### src/rtl/masterslave_sync_source.sv
// Upstream feeder for the master/slave test case: buffers tagged 32-bit words in a FIFO
// and replays each one as a value plus one-cycle sync strobe on its channel, with a minimum gap between strobes.
module masterslave_sync_source #(
  parameter int unsigned DEPTH = 4,
  parameter int unsigned GAP   = 1
) (
  input  logic                      clk,
  input  logic                      rst,
  input  logic signed [31:0]        m_in,
  input  logic                      m_in_ch,
  input  logic                      m_in_valid,
  output logic                      m_in_ready,
  output logic signed [31:0]        s_in,
  output logic                      s_in_sync,
  output logic signed [31:0]        s_in2,
  output logic                      s_in2_sync,
  output logic [$clog2(DEPTH):0]    fifo_level
);

  localparam int unsigned DATA_W = 32;
  localparam int unsigned PTR_W  = (DEPTH > 1) ? $clog2(DEPTH) : 1;
  localparam int unsigned LVL_W  = $clog2(DEPTH) + 1;
  localparam int unsigned CNT_W  = (GAP > 1) ? $clog2(GAP) : 1;

  typedef struct packed {
    logic signed [DATA_W-1:0] data;
    logic                     ch;
  } entry_t;

  typedef enum logic [1:0] {
    SEC_IDLE = 2'd0,
    SEC_EMIT = 2'd1,
    SEC_GAP  = 2'd2
  } sec_t;

  entry_t                    mem_q [DEPTH];
  logic [PTR_W-1:0]          wr_ptr_q, wr_ptr_d;
  logic [PTR_W-1:0]          rd_ptr_q, rd_ptr_d;
  logic [LVL_W-1:0]          level_q, level_d;
  sec_t                      sec_q, sec_d;
  logic [CNT_W-1:0]          gap_q, gap_d;
  logic signed [DATA_W-1:0]  s_in_q, s_in_d;
  logic signed [DATA_W-1:0]  s_in2_q, s_in2_d;
  logic                      sync_q, sync_d;
  logic                      sync2_q, sync2_d;

  logic                      push_c;
  logic                      pop_c;
  logic                      empty_c;
  entry_t                    rd_entry_c;

  // Ready comes from the registered level only; a full FIFO never bypasses.
  assign m_in_ready = !rst && (level_q < LVL_W'(DEPTH));
  assign push_c     = m_in_valid && m_in_ready;
  assign empty_c    = (level_q == '0);
  assign rd_entry_c = mem_q[rd_ptr_q];

  // Section machine: pops happen only on the edge that enters SEC_EMIT.
  always_comb begin
    sec_d = sec_q;
    gap_d = gap_q;
    pop_c = 1'b0;
    unique case (sec_q)
      SEC_IDLE: begin
        if (!empty_c) begin
          sec_d = SEC_EMIT;
          pop_c = 1'b1;
        end
      end
      SEC_EMIT: begin
        if (GAP > 0) begin
          sec_d = SEC_GAP;
          gap_d = CNT_W'(GAP - 1);
        end else if (!empty_c) begin
          sec_d = SEC_EMIT;
          pop_c = 1'b1;
        end else begin
          sec_d = SEC_IDLE;
        end
      end
      SEC_GAP: begin
        if (gap_q != '0) begin
          gap_d = gap_q - CNT_W'(1);
        end else if (!empty_c) begin
          sec_d = SEC_EMIT;
          pop_c = 1'b1;
        end else begin
          sec_d = SEC_IDLE;
        end
      end
      default: sec_d = SEC_IDLE;
    endcase
  end

  // Pointer and occupancy bookkeeping.
  always_comb begin
    wr_ptr_d = wr_ptr_q;
    rd_ptr_d = rd_ptr_q;
    level_d  = level_q;
    if (push_c) wr_ptr_d = wr_ptr_q + PTR_W'(1);
    if (pop_c)  rd_ptr_d = rd_ptr_q + PTR_W'(1);
    unique case ({push_c, pop_c})
      2'b10:   level_d = level_q + LVL_W'(1);
      2'b01:   level_d = level_q - LVL_W'(1);
      default: level_d = level_q;
    endcase
  end

  // Slave outputs hold their last value; strobes last exactly one cycle.
  always_comb begin
    s_in_d  = s_in_q;
    s_in2_d = s_in2_q;
    sync_d  = 1'b0;
    sync2_d = 1'b0;
    if (pop_c) begin
      if (rd_entry_c.ch) begin
        s_in2_d = rd_entry_c.data;
        sync2_d = 1'b1;
      end else begin
        s_in_d  = rd_entry_c.data;
        sync_d  = 1'b1;
      end
    end
  end

  always_ff @(posedge clk or posedge rst) begin
    if (rst) begin
      wr_ptr_q <= '0;
      rd_ptr_q <= '0;
      level_q  <= '0;
      sec_q    <= SEC_IDLE;
      gap_q    <= '0;
      s_in_q   <= '0;
      s_in2_q  <= '0;
      sync_q   <= 1'b0;
      sync2_q  <= 1'b0;
    end else begin
      wr_ptr_q <= wr_ptr_d;
      rd_ptr_q <= rd_ptr_d;
      level_q  <= level_d;
      sec_q    <= sec_d;
      gap_q    <= gap_d;
      s_in_q   <= s_in_d;
      s_in2_q  <= s_in2_d;
      sync_q   <= sync_d;
      sync2_q  <= sync2_d;
    end
  end

  // Storage needs no reset: the pointers alone decide what is valid.
  always_ff @(posedge clk) begin
    if (push_c) mem_q[wr_ptr_q] <= '{data: m_in, ch: m_in_ch};
  end

  assign s_in       = s_in_q;
  assign s_in2      = s_in2_q;
  assign s_in_sync  = sync_q;
  assign s_in2_sync = sync2_q;
  assign fifo_level = level_q;

endmodule

### config.mk
export PLATFORM = sky130hd
export DESIGN_NAME = masterslave_sync_source
export DESIGN_NICKNAME = d
export VERILOG_FILES = /design/src/rtl/masterslave_sync_source.sv
export SDC_FILE = /design/constraint.sdc
export NUM_CORES = 1
export LEC_CHECK = 0
export CAP_MARGIN = 10
export CORE_MARGIN = 5
export CORE_UTILIZATION = 40
export DETAILED_ROUTE_END_ITERATION = 12
export GPL_ROUTABILITY_DRIVEN = 0
export HOLD_SLACK_MARGIN = 0.12
export PLACE_DENSITY_LB_ADDON = 0.12
export REMOVE_ABC_BUFFERS = 1
export SYNTH_ARGS = -nofsm -noshare
export SYNTH_HDL_FRONTEND = slang
export SYNTH_SLANG_ARGS = --single-unit
### constraint.sdc
create_clock -name clk -period 2.25 [get_ports clk]
set_input_delay 0.225 -clock clk [delete_from_list [all_inputs] [get_ports clk]]
set_output_delay 0.225 -clock clk [all_outputs]
set_load 0.01 [all_outputs]
* Word level (Yosys, flattened, before mapping)
Memories as Yosys holds them, arrays and structs flattened.
Cells that the tools add are included.
** Operators by class
- Divide/modulo/power cells :: 0
- Multiply operators :: 0
- Mux-type cells :: 16
- Magnitude comparators :: 1
- Equality and inequality tests :: 6
- Shift-type cells :: 0
- Bitwise logic cells :: 1
- Add/sub/neg operators :: 5
- Reductions and logical operators :: 10
** Operators with widths (number)
- $mux W1 :: 10
- $pmux W2 S3 :: 1
- $pmux W3 S2 :: 1
- $reduce_and A2 Y1 :: 3
- $add A2 B1 Y2 const B :: 2
- $eq A2 B1 Y1 const B :: 2
- $eq A2 B2 Y1 const B :: 2
- $mux W2 :: 2
- $ne A2 B2 Y1 const B :: 2
- $pmux W1 S2 :: 2
- $reduce_bool A2 Y1 :: 2
- $add A3 B1 Y3 const B :: 1
- $logic_not A3 Y1 :: 1
- $lt A3 B3 Y1 const B :: 1
- $sub A3 B1 Y3 const B :: 1
- $logic_and A1 B1 Y1 :: 2
- $logic_not A2 Y1 :: 1
- $logic_not A1 Y1 :: 1
- $not A1 Y1 :: 1
- $sub A1 B1 Y1 const B :: 1
** Storage, ports and cells
- Memories :: 1
- Register bits :: 76
- Input port bits :: 36
- Output and inout port bits :: 70
- Latch bits :: 0
- ROM bits :: 0
- Bits in writable memories :: 132
** Memories
- mem_q :: depth 4, width 33, read ports 1, clocked after Yosys merged registers in 0, write ports 1, RTL line 36 : entry_t mem_q [DEPTH];

* Depth between registers and ports, before layout
- Depth in word-level cells :: 6
- Mapped depth :: 9
- Depth with buffers taken out :: 9

* Least setup slack after synthesis
OpenSTA, ideal clock, no wires.
- Path type :: register to register
- From :: reg level_q[2] (netlist: fifo_level[2])
- To :: mem mem_q[0][0] (netlist bit) (enable)
- Path slack :: 197 ps
- Setup time :: 393 ps
- Arrival :: 1659 ps
- Data required time :: 1857 ps
- Period minus slack after synthesis :: 2053 ps
- Stages on the path, launching flop included :: 3
- Path buffers :: 0
- Cells stage by stage :: dfrtp_1 -> nor2_1 -> and3_1
** Between the ends
- Cells in the longest elaborated chain, start to end :: 5
** Ends and longest elaborated chain
- start: declaration :: RTL line 39 : logic [LVL_W-1:0] level_q, level_d;
- start signal: assignment :: RTL line 140 : level_q <= level_d;
- $lt A3 B3 Y1 :: RTL line 53 : assign m_in_ready = !rst && (level_q < LVL_W'(DEPTH));
- $logic_and A1 B1 Y1 :: RTL line 53
- via m_in_ready :: RTL line 12 : output logic m_in_ready,
- $logic_and A1 B1 Y1 :: RTL line 54 : assign push_c = m_in_valid && m_in_ready;
- $mux W1 :: RTL line 152 : if (push_c) mem_q[wr_ptr_q] <= '{data: m_in, ch: m_in_ch};
- $mux W1 (not written as such) :: RTL line 152
- end: declaration :: RTL line 36
The timed path passes the listed nets, and every way through them passes these cells.

* Worst setup path after layout
- From :: reg level_q[2] (netlist: fifo_level[2])
- To :: out m_in_ready
** Between the ends
- Cells in the longest elaborated chain, start to end :: 2
** Ends and longest elaborated chain (RTL line)
- $lt A3 B3 Y1 :: 53
- $logic_and A1 B1 Y1 :: 53
- end: declaration :: 12
Every way passes these cells.

==> flow_metrics.py <==
metrics = {
    "status": {
        "outcome": "complete, no violations",
    },
    "routing": {
        "vias_per_cell": 4.79,
        "drcViolationCount": 0,
        "wl_per_cell_um": 19.2,
        "drtIter0Drc": 138,
        "final_antenna_net_count": 0,
        "drt_pass1_iterations": 5,
        "wirelength_mm": 14.6,
        "vias": 3645,
    },
    "synth": {
        "synth_compound_area_frac": 0,
        "ys_seq_area_frac": 0.746,
        "synth_top_family_by_area": "multiplexers",
        "syn_area_mm2": 0.00780,
        "synthAdderAreaFrac": 0.0106,
        "ys_seq_elements": 206,
        "synthMuxAreaShare": 0.204,
        "synth_cell_types": 24,
        "synth_xor_area_frac": 0.00674,
        "yosys.area_share.simple": 0.0115,
        "yosys_warnings": 0,
        "postSynthAreaPerCell_um2": 22.0,
        "netlist_instances": 354,
    },
    "grt": {
        "grt.total_usage": 0.133,
        "grt_pass1_vias": 4048,
        "grt.busiest_layer": "met2",
        "use_met3": 0.0276,
        "grt_max_degree": 43,
        "grt_util_met1": 0.181,
        "antenna_found_initial": 0,
        "grt_pass1_wl_mm": 22.9,
        "overflow": 0,
        "met2_usage": 0.221,
    },
    "timing": {
        "fmax_mhz": 487,
        "maxSlewHeadroom": 0.521,
        "timing.hold.ws_ps": 187,
        "fin_crit_ps": 2050,
        "slew_viol_final": 0,
        "rsz0062_at_grt": "no",
        "setup_tns_ps": 0,
        "setup_viol": 0,
        "finClkSkew_ps": 16.5,
        "min_period_over_period": 0.912,
        "worst_pin_slew_ps": 718,
        "hold_viol": 0,
    },
    "pwr": {
        "powerDensity_mw_per_mm2": 1420,
        "leakage_uw": 0.00361,
        "ir_drop_v": 0.000665,
    },
    "die": {
        "rows": 51,
        "io_pins": 106,
        "die_area_mm2": 0.0224,
        "dieWidth_um": 150,
        "core_mm2": 0.0193,
        "start_util": 0.403,
        "die_h_um": 150,
    },
    "setup_path": {
        "crit_cells": 2,
        "start_kind": "flop",
        "required_ps": 2030,
        "cp-end-kind": "output port",
        "cp_cell_sequence": "nor2_1 -> clkdlybuf4s50_1",
        "r2r_start": "rd_ptr_q[0]$_DFFE_PP0P_",
        "arrival_ps": 1830,
        "worst-path-max-fanout": 6,
        "cp_num_buf_inv": 1,
        "worstSetupPathType": "flop to output port",
        "r2r_end": "s_in2[19]$_DFFE_PP0P_",
        "worstRegToRegCells": 3,
        "ff2ff_setup_slack_ps": 230,
        "slowest_delay_ps": 610,
        "path_delay_family": "buffers and inverters",
        "slowest_stage": "clkdlybuf4s50_1",
    },
    "placement": {
        "dp.final_hpwl_mm": 8.63,
        "postPlaceCellArea_mm2": 0.00921,
        "placedCellCount": 719,
        "port_buffers": 105,
    },
    "finish": {
        "final_area_mm2": 0.00995,
        "drive_above_1_share": 0.304,
        "utilization": 0.514,
        "final_common_cell": "edfxtp_1",
        "final_cells": 761,
        "nNetsFinal": 521,
        "area_growth_pct": 27.5,
        "mostFrequentLayoutCells": "edfxtp_1 (132), clkdlybuf4s50_1 (105), dfrtp_1 (72)",
        "antenna_cells": 0,
    },
    "min_path": {
        "holdCritPathClass": "input port to asynchronous set/reset pin",
    },
    "clock_tree": {
        "clock-root-buffer": "clkbuf_16",
        "htreeDepth": 1,
        "postCtsSetupRepairBufs": 0,
        "clock-sinks": 206,
        "holdBufCountCts": 0,
        "cts_tree": "done",
        "cts_buffer_depth": 3,
        "cts-resized-gates": 0,
        "clkSlewWorstSetupHoldPaths_ps": 60,
        "clk-insertion-delay-late_ps": 490,
        "numCtsBuffers": 23,
    },
    "job": {
        "cap_violations": 0,
    },
}
[registers in the layout, indices dropped and copies added (netlist names)]
signal,flops
fifo_level,3
mem_q,132
rd_ptr_q,2
s_in,32
s_in2,32
s_in2_sync,1
s_in_sync,1
sec_q,1
wr_ptr_q,2
[power breakdown]
group          internal, uW  leakage [uW]  switching [uW]
Sequential             4960       0.00206             451
Combinational          3090       0.00119            2050
Clock                  2150      0.000361            1380
Total                 10200       0.00361            3880
[worst max path at each step]
stage	from	endpoint
6_report	fifo_level[2]$_DFFE_PP0P_	m_in_ready
5_1_grt	fifo_level[2]$_DFFE_PP0P_	m_in_ready
4_1_cts	fifo_level[2]$_DFFE_PP0P_	m_in_ready
3_5_place_dp	rst	fifo_level[2]$_DFFE_PP0P_
3_3_place_gp	rst	fifo_level[2]$_DFFE_PP0P_
2_1_floorplan	rd_ptr_q[0]$_DFFE_PP0P_	s_in[0]$_DFFE_PP0P_
[cells by family (layout without fill, tap and decap cells)]
logic type    count (synthesis)  in the layout
xor+xnor                      6              6
buf+inv                      23            165
simple gates                 14             14
flops                       206            206
mux                          99             99
fa+ha+maj                     6              6
[per-stage QoR]
stage / setup WS [ps] / power (uW)
3_3_place_gp: 107 / 10600
4_1_cts: 168 / 14400
5_1_grt: 78.3 / 14900
2_1_floorplan: -1250 / 8490
6_report: 197 / 14100
3_5_place_dp: 31.7 / 10800
[worst min-delay path, cell delays in order]
cell,delay (ps)
clkdlybuf4s50_1,440
clkinv_2,70
buf_4,380
[per-layer routing]
| layer | share of wire | routed length [um] |
|---|---|---|
| met2 | 0.50 | 7250 |
| met3 | 0.052 | 764 |
| met5 | 0 | 0 |
| met1 | 0.44 | 6360 |
| met4 | 0.016 | 232 |
[area by class of cell]
| class | instances | area [um^2] |
|---|---|---|
| clock buffer | 37 | 709 |
| clock inverter | 5 | 30.0 |
| inverter | 8 | 31.3 |
| fill | 1566 | 9390 |
| multi-input combinational | 125 | 1820 |
| tap | 265 | 332 |
| timing repair buffer | 115 | 1200 |
| sequential | 206 | 5820 |
[cells in the mapped netlist]
library cell | n | area [um^2]
nor3_1 | 1 | 5.00
nand3_1 | 1 | 5.00
edfxtp_1 | 132 | 3960
inv_1 | 8 | 30.0
fa_1 | 1 | 20.0
mux4_2 | 33 | 743
mux2i_1 | 1 | 10.0
and2_1 | 1 | 6.26
and3_1 | 4 | 25.0
buf_12 | 3 | 60.1
dfrtp_1 | 74 | 1850
mux2_4 | 29 | 435
ha_1 | 5 | 62.6
nor3_4 | 1 | 16.3
buf_2 | 3 | 15.0
nor2_1 | 4 | 15.0
xor2_1 | 3 | 26.3
and3_4 | 1 | 11.3
buf_6 | 2 | 22.5
clkbuf_1 | 4 | 15.0
mux2_2 | 36 | 405
xnor2_1 | 3 | 26.3
buf_4 | 3 | 22.5
or3_1 | 1 | 6.26
Note: power is estimated with default switching activity, not from simulation.
